$ cat config.mk
export PLATFORM = sky130hd
export DESIGN_NAME = vmx_loader
export DESIGN_NICKNAME = d
export VERILOG_FILES = /design/src/rtl/vmx_loader.sv
export SDC_FILE = /design/constraint.sdc
export NUM_CORES = 1
export LEC_CHECK = 0
export BUFFER_PORTS_ARGS = -buffer_cell sky130_fd_sc_hd__buf_2
export CAP_MARGIN = 20
export CORE_UTILIZATION = 37
export CTS_CLUSTER_SIZE = 25
export DETAILED_ROUTE_END_ITERATION = 6
export PLACE_DENSITY = 0.65
export SYNTH_ARGS = -nofsm -noshare
export SYNTH_HDL_FRONTEND = slang
export SYNTH_SLANG_ARGS = --single-unit
$ cat constraint.sdc
create_clock -name clk -period 2 [get_ports clk]
set_clock_uncertainty 0.1 [all_clocks]
set_input_delay 0.4 -clock clk [delete_from_list [all_inputs] [get_ports clk]]
set_output_delay 0.4 -clock clk [all_outputs]
set_load 0.03 [all_outputs]
$ cat src/rtl/vmx_loader.sv
// Weight/vector loader feeding a chain of NUM_PE processing elements.
// Optional build macro VMX_LOADER_ZERO_BUBBLE_EN zeroes pe_data on every non-beat cycle.
module vmx_loader #(
    parameter int unsigned NUM_PE        = 8,
    parameter int unsigned VECTOR_BITLEN = 16
) (
    input  logic                     clk,
    input  logic                     rst_n,
    input  logic                     load_start,
    input  logic                     run_start,
    input  logic                     cfg_simd,
    input  logic                     s_valid,
    output logic                     s_ready,
    input  logic [VECTOR_BITLEN-1:0] s_data,
    input  logic                     s_last,
    output logic                     pe_simd_mode,
    output logic [7:0]               pe_load_ctrl,
    output logic [VECTOR_BITLEN-1:0] pe_data,
    output logic                     vec_valid,
    output logic                     load_done,
    output logic                     busy
);

    localparam int unsigned CNT_W = 7;
    localparam logic [CNT_W-1:0] LAST_IDX = CNT_W'(NUM_PE - 1);
    localparam logic [7:0] CTRL_IDLE = 8'h7F;

    localparam logic [1:0] ST_IDLE  = 2'd0;
    localparam logic [1:0] ST_LOAD  = 2'd1;
    localparam logic [1:0] ST_RUN   = 2'd2;
    localparam logic [1:0] ST_DRAIN = 2'd3;

    logic [1:0]               state_q, state_d;
    logic [CNT_W-1:0]         cnt_q, cnt_d;
    logic                     simd_q, simd_d;
    logic [7:0]               ctrl_q, ctrl_d;
    logic [VECTOR_BITLEN-1:0] data_q, data_d;
    logic                     vec_valid_q, vec_valid_d;
    logic                     load_done_q, load_done_d;
    logic                     busy_q, busy_d;
    logic                     ready_q, ready_d;
    logic                     accept;

    assign accept = s_valid & ready_q;

    // Next state and next registered outputs
    always_comb begin
        state_d     = state_q;
        cnt_d       = cnt_q;
        simd_d      = simd_q;
        ctrl_d      = CTRL_IDLE;
        vec_valid_d = 1'b0;
        load_done_d = 1'b0;
`ifdef VMX_LOADER_ZERO_BUBBLE_EN
        data_d      = '0;
`else
        data_d      = data_q;
`endif

        case (state_q)
            ST_IDLE: begin
                if (load_start) begin
                    state_d = ST_LOAD;
                    cnt_d   = '0;
                end else if (run_start) begin
                    state_d = ST_RUN;
                    simd_d  = cfg_simd;
                end
            end
            ST_LOAD: begin
                if (accept) begin
                    // Deepest PE first: hop count shrinks as beats are accepted
                    ctrl_d = {1'b1, LAST_IDX - cnt_q};
                    data_d = s_data;
                    if (cnt_q == LAST_IDX) begin
                        state_d     = ST_IDLE;
                        cnt_d       = '0;
                        load_done_d = 1'b1;
                    end else begin
                        cnt_d = cnt_q + CNT_W'(1);
                    end
                end
            end
            ST_RUN: begin
                if (accept) begin
                    data_d      = s_data;
                    vec_valid_d = 1'b1;
                    if (s_last) begin
                        state_d = ST_DRAIN;
                        cnt_d   = '0;
                    end
                end
            end
            ST_DRAIN: begin
                if (cnt_q == LAST_IDX) begin
                    state_d = ST_IDLE;
                    cnt_d   = '0;
                end else begin
                    cnt_d = cnt_q + CNT_W'(1);
                end
            end
            default: begin
                state_d = ST_IDLE;
                cnt_d   = '0;
            end
        endcase

        busy_d  = (state_d != ST_IDLE);
        ready_d = (state_d == ST_LOAD) || (state_d == ST_RUN);
    end

    always_ff @(posedge clk or negedge rst_n) begin
        if (!rst_n) begin
            state_q     <= ST_IDLE;
            cnt_q       <= '0;
            simd_q      <= 1'b0;
            ctrl_q      <= CTRL_IDLE;
            data_q      <= '0;
            vec_valid_q <= 1'b0;
            load_done_q <= 1'b0;
            busy_q      <= 1'b0;
            ready_q     <= 1'b0;
        end else begin
            state_q     <= state_d;
            cnt_q       <= cnt_d;
            simd_q      <= simd_d;
            ctrl_q      <= ctrl_d;
            data_q      <= data_d;
            vec_valid_q <= vec_valid_d;
            load_done_q <= load_done_d;
            busy_q      <= busy_d;
            ready_q     <= ready_d;
        end
    end

    assign s_ready      = ready_q;
    assign pe_simd_mode = simd_q;
    assign pe_load_ctrl = ctrl_q;
    assign pe_data      = data_q;
    assign vec_valid    = vec_valid_q;
    assign load_done    = load_done_q;
    assign busy         = busy_q;

endmodule

After elaboration in Yosys (flattened, before gate mapping):

Index checks and enable logic that the tools add are counted.

* mux-type cells: 20
* $add $sub $neg: 2
* bitwise operators: 2
* reduce and logical (&&, ||, !) cells: 7
* equality and inequality tests: 10

Operators by type and width (number)
* 2-to-1 mux 7 bit: 5
* case mux 7 bit (4 select lines): 1
* 2-to-1 mux 8 bit: 2
* 2-to-1 mux 2 bit: 6
* != test 2 bit, second input constant: 4
* case mux 2 bit (4 select lines): 1
* adder 7 x 1 -> 7 bit, second input constant: 1
* == test 7 x 3 -> 1 bit, second input constant: 1
* subtractor 3 x 7 -> 7 bit, first input constant: 1
* == test 2 bit, second input constant: 3
* 2-to-1 mux 1 bit: 5
* == test 2 x 1 -> 1 bit, second input constant: 2
* AND reduction 4 bit: 1
* AND reduction 3 bit: 1
* zero test 2 bit: 1
* AND reduction 2 bit: 1
* nonzero test 2 bit: 1
* OR reduction 2 bit: 1
* AND 1 bit: 1
* logical OR 1 bit: 1
* NOT 1 bit: 1

* input port bits: 23
* flip-flop bits (word level): 38
* output and inout port bits: 29
* word-level logic and storage cells: 50

Longest topological paths before layout:

* word-level depth: 6
* mapped depth: 8
* depth with buffers taken out: 8

Least setup slack after synthesis:

No wires, ideal clock.

* kind: register to register
* from: reg cnt_q[0]
* to: reg ready_q (netlist: s_ready)
* setup time: 126 ps
* path slack: -33 ps
* stages on the path, launching flop included: 8
* data arrival time: 1807 ps
* data required time: 1774 ps
* path buffers: 0
* period minus slack after synthesis: 2033 ps
* path through: dfrtp_1 -> ha_1 -> ha_1 -> and4bb_1 -> nor2_4 -> a211oi_2 -> o32a_1 -> ha_1

* cells in the longest elaborated chain, start to end: 6
* elaborated cells between the ends (all ways): 7
* classes of those cells: 3 x eq/ne; 3 x mux; 1 x reduce/logical

RTL lines
* start: declaration: line 34 `logic [CNT_W-1:0] cnt_q, cnt_d;`
* start signal: assignment: line 125 `cnt_q <= cnt_d;`
* == test 7 x 3 -> 1 bit *: line 75, 95
* 2-to-1 mux 2 bit *: line 75, 95
* 2-to-1 mux 2 bit: line 71 `if (accept) begin`
* case mux 2 bit (4 select lines) *: line 60 `case (state_q)`
* == test 2 x 1 -> 1 bit / == test 2 bit (equally long branches): line 109 `ready_d = (state_d == ST_LOAD) || (state_d == ST_RUN);`
* logical OR 1 bit *: line 109
* named net ready_d: line 41 `logic ready_q, ready_d;`
* end signal: assignment: line 132 `ready_q <= ready_d;`
* end: declaration: line 41

The timed path passes the listed nets; every way through them passes the cells marked *.
A chain may end at the register's enable or synchronous reset.

Worst setup path after layout:

Same ends and word-level chain as after synthesis.

==> impl_metrics.env <==
export IMPL_clock_root_buffer="clkbuf_8"
export IMPL_grtUsageMet2_pct=21.0
export IMPL_status="finished, final reports clean"
export IMPL_worst_setup_hold_path_clk_slew_ns=0.07
export IMPL_routability_congestion_estimate=0.777
export IMPL_core_area_sq_um=4380
export IMPL_total_number_of_yosys_warnings=0
export IMPL_grtUsageTotal_pct=13.7
export IMPL_drtPass1Iterations=4
export IMPL_grt_first_pass_wirelength_microns=5220
export IMPL_routedWlPerCell_microns=12.0
export IMPL_reg2reg_from="cnt_q[0]"
export IMPL_drtAntennaViolNets=0
export IMPL_drt_iter0_markers=28
export IMPL_dpl_cell_count=244
export IMPL_crit_path_max_fanout=4
export IMPL_worstHoldStart="s_data[3]"
export IMPL_tightestPinTransition_ns=0.402
export IMPL_irDropWorstVdd_mv=0.634
export IMPL_required_worst_endpoint_ns=2.08
export IMPL_busiest_layer="met2"
export IMPL_die_height_microns=69.6
export IMPL_mappedNetlistNets=165
export IMPL_nFillCells=400
export IMPL_ys_seq_area_share_pct=56.7
export IMPL_worst_r2r_setup_slack_ns=0.0001
export IMPL_p_total_mw=3.30
export IMPL_post_drt_via_cell_ratio=4.77
export IMPL_power_density_cell_area_nw_per_um2=1510
export IMPL_timing_critical_path_from_type="register"
export IMPL_fin_nets=232
export IMPL_ctsLongestPathBuffers=2
export IMPL_final_min_clock_period_ns=2.00
export IMPL_cts_htree_levels=2
export IMPL_syn_area_sq_um=1690
export IMPL_clock_latency_ns=0.29
export IMPL_num_vias=1208
export IMPL_post_layout_nonfiller_instances=253
export IMPL_areaGrowthSynthToFinish_pct=29.2
export IMPL_design_portCount=52
export IMPL_ys_flop_type="dfrtp_1"
export IMPL_antenna_diode_count=0
export IMPL_worst_hold_margin_ns=0.234
export IMPL_timing_critical_path_from="cnt_q[0]"
export IMPL_cts_buffers=5
export IMPL_floorplan_initialDensity_pct=38.6
export IMPL_synthesis_area_per_instance_sq_um=12.7
export IMPL_rows=24
export IMPL_synth_cell_types=37
export IMPL_critical_path_arrival_ns=2.08
export IMPL_finalSetupViolations=0
export IMPL_grt_start_max_net_pins=18
export IMPL_synth_edff_count=0
export IMPL_x_dimension_of_the_die_microns=69.6
export IMPL_groute_layer_met3_usage_pct=5.81
export IMPL_number_of_maximum_capacitance_violations=0
export IMPL_wirelength_microns=3040
export IMPL_slew_viol_final=0
export IMPL_hold_path_class="in -> reg"
export IMPL_register_area_sq_um=960
export IMPL_timing_setup_critical_path_class="reg -> reg"
export IMPL_number_of_antenna_violations_at_the_first_check_in_global_routing=0
export IMPL_worst_setup_path_end_kind="register"
export IMPL_timing_max_slew_rel_slack_pct=73.2
export IMPL_post_synth_arst_share_pct=100
export IMPL_setup_repair_after_global_routing_missed_its_margin="yes"
export IMPL_cts_sink_count=38
export IMPL_detailed_place_hpwl_microns=2360
export IMPL_finalCritPeriodShare_pct=100
export IMPL_synthCells=133
export IMPL_multiInputGateArea_sq_um=703
export IMPL_fmax_ghz=0.500
export IMPL_total_of_flip_flops_plus_latches_after_synthesis=38
export IMPL_groute_layer_met1_usage_pct=17.4
export IMPL_port_buffers=51
export IMPL_final_hold_violation_count=0
export IMPL_drc=0
export IMPL_die_area_sq_um=4850
export IMPL_grt_overflow_total=0
export IMPL_post_cts_setup_buffer_count=0
export IMPL_drive_above_1_share_pct=51.2
export IMPL_vias_in_the_first_global_route=1194
export IMPL_power_leakage_nw=1.07
export IMPL_tritoncts="done"
==> cells by family (layout without fill, tap and decap cells) <==
family	Yosys count	count (layout)	share of synthesized area, %
AOI/OAI and AO/OA	18	18	9.17
muxes	17	17	11.3
xor gates and xnor gates	2	2	1.04
and+or+nand+nor	41	41	13.2
DFF	38	38	56.7
buffers and inverters	8	76	1.85
adders and majority gates	9	9	6.66
==> sequential cells by signal (all words and copies together), names as in the netlist <==
| register | count |
|---|---|
| pe_data | 16 |
| pe_load_ctrl | 8 |
| cnt_q | 7 |
| state_q | 2 |
| busy | 1 |
| load_done | 1 |
| pe_simd_mode | 1 |
| s_ready | 1 |
| vec_valid | 1 |
==> through the flow <==
stage                     worst slack [ns]  area [sq um]  setup TNS, ns  utilization [%]
after floorplan                     0.0139          1690              0                -
after global routing               -0.0882          2190        -0.0924             49.9
final                             0.000128          2190              0             49.9
after detailed placement            0.0222          2080              0             47.5
after global placement              0.0473          2080              0             47.5
after CTS                           0.0115          2190              0             49.9
==> where the power goes <==
group	internal, mW	switching [mW]	leakage, nW
combinational	0.619	0.979	0.557
sequential	1.04	0.127	0.463
clock	0.277	0.266	0.0472
total	1.93	1.37	1.07
==> final timing paths <==
kind | cells after the start | to
min in group asynchronous | 2 | pe_data[14]
worst max register to register | 7 | s_ready
max in group asynchronous | 3 | pe_load_ctrl[6]
worst max-delay path | 7 | s_ready
worst min register to register | 1 | pe_data[8]
worst min-delay path | 2 | pe_data[3]
==> final cells by class <==
cell class              instances  area share [%]
flip-flops and latches         38            43.9
multi-input cells              87            32.2
repair buffers                 62            15.6
clock buffers                   6            3.78
well taps                      52            2.98
inverters                       6            1.03
clock inverters                 2           0.572
==> routing by layer <==
metal,share of wire [%],up-vias
li1,-,600
met1,46,559
met2,46,45
met3,7.5,4
met4,1.3,0
met5,0,-
==> worst max-delay path, stage by stage, from the launching register on <==
cell and delay, ns:
dfrtp_1 0.39, ha_2 0.19, ha_1 0.17, and4bb_2 0.26, nor2_4 0.10, a211oi_2 0.07
o32a_1 0.34, ha_1 0.27
==> repair_timing <==
item,in CTS,in global routing
hold buffers,1,0
gates resized for setup,0,1
endpoints found under the hold margin,12,0
endpoints found under the setup margin,0,2
==> cells in the mapped netlist, types with 2 or more instances <==
library cell	count	area, sq um
ha_1	9	113
inv_1	6	22.5
nor2_1	4	15.0
and3_1	3	18.8
mux2_2	17	191
nand2_1	14	52.6
and2_1	3	18.8
nand3_1	4	20.0
o21ai_1	4	20.0
nand2b_1	2	12.5
dfstp_2	7	184
and3_2	2	15.0
a22o_1	3	26.3
dfrtp_1	31	776
xor2_1	2	17.5
==> cell usage in the layout, fill, tap and decap left out, types with 2 or more instances in the layout <==
cell      instances
nand2_1          14
and2_1            3
xor2_1            2
dfstp_2           7
mux2_2           17
a22o_1            3
nand2b_1          2
buf_2            51
buf_4            10
and3_1            3
nor2_1            4
nand3_1           4
o21ai_1           4
and3_2            2
clkbuf_8          6
inv_1             6
ha_1              8
dfrtp_1          31
No activity file was read; power rests on OpenSTA's default activity.
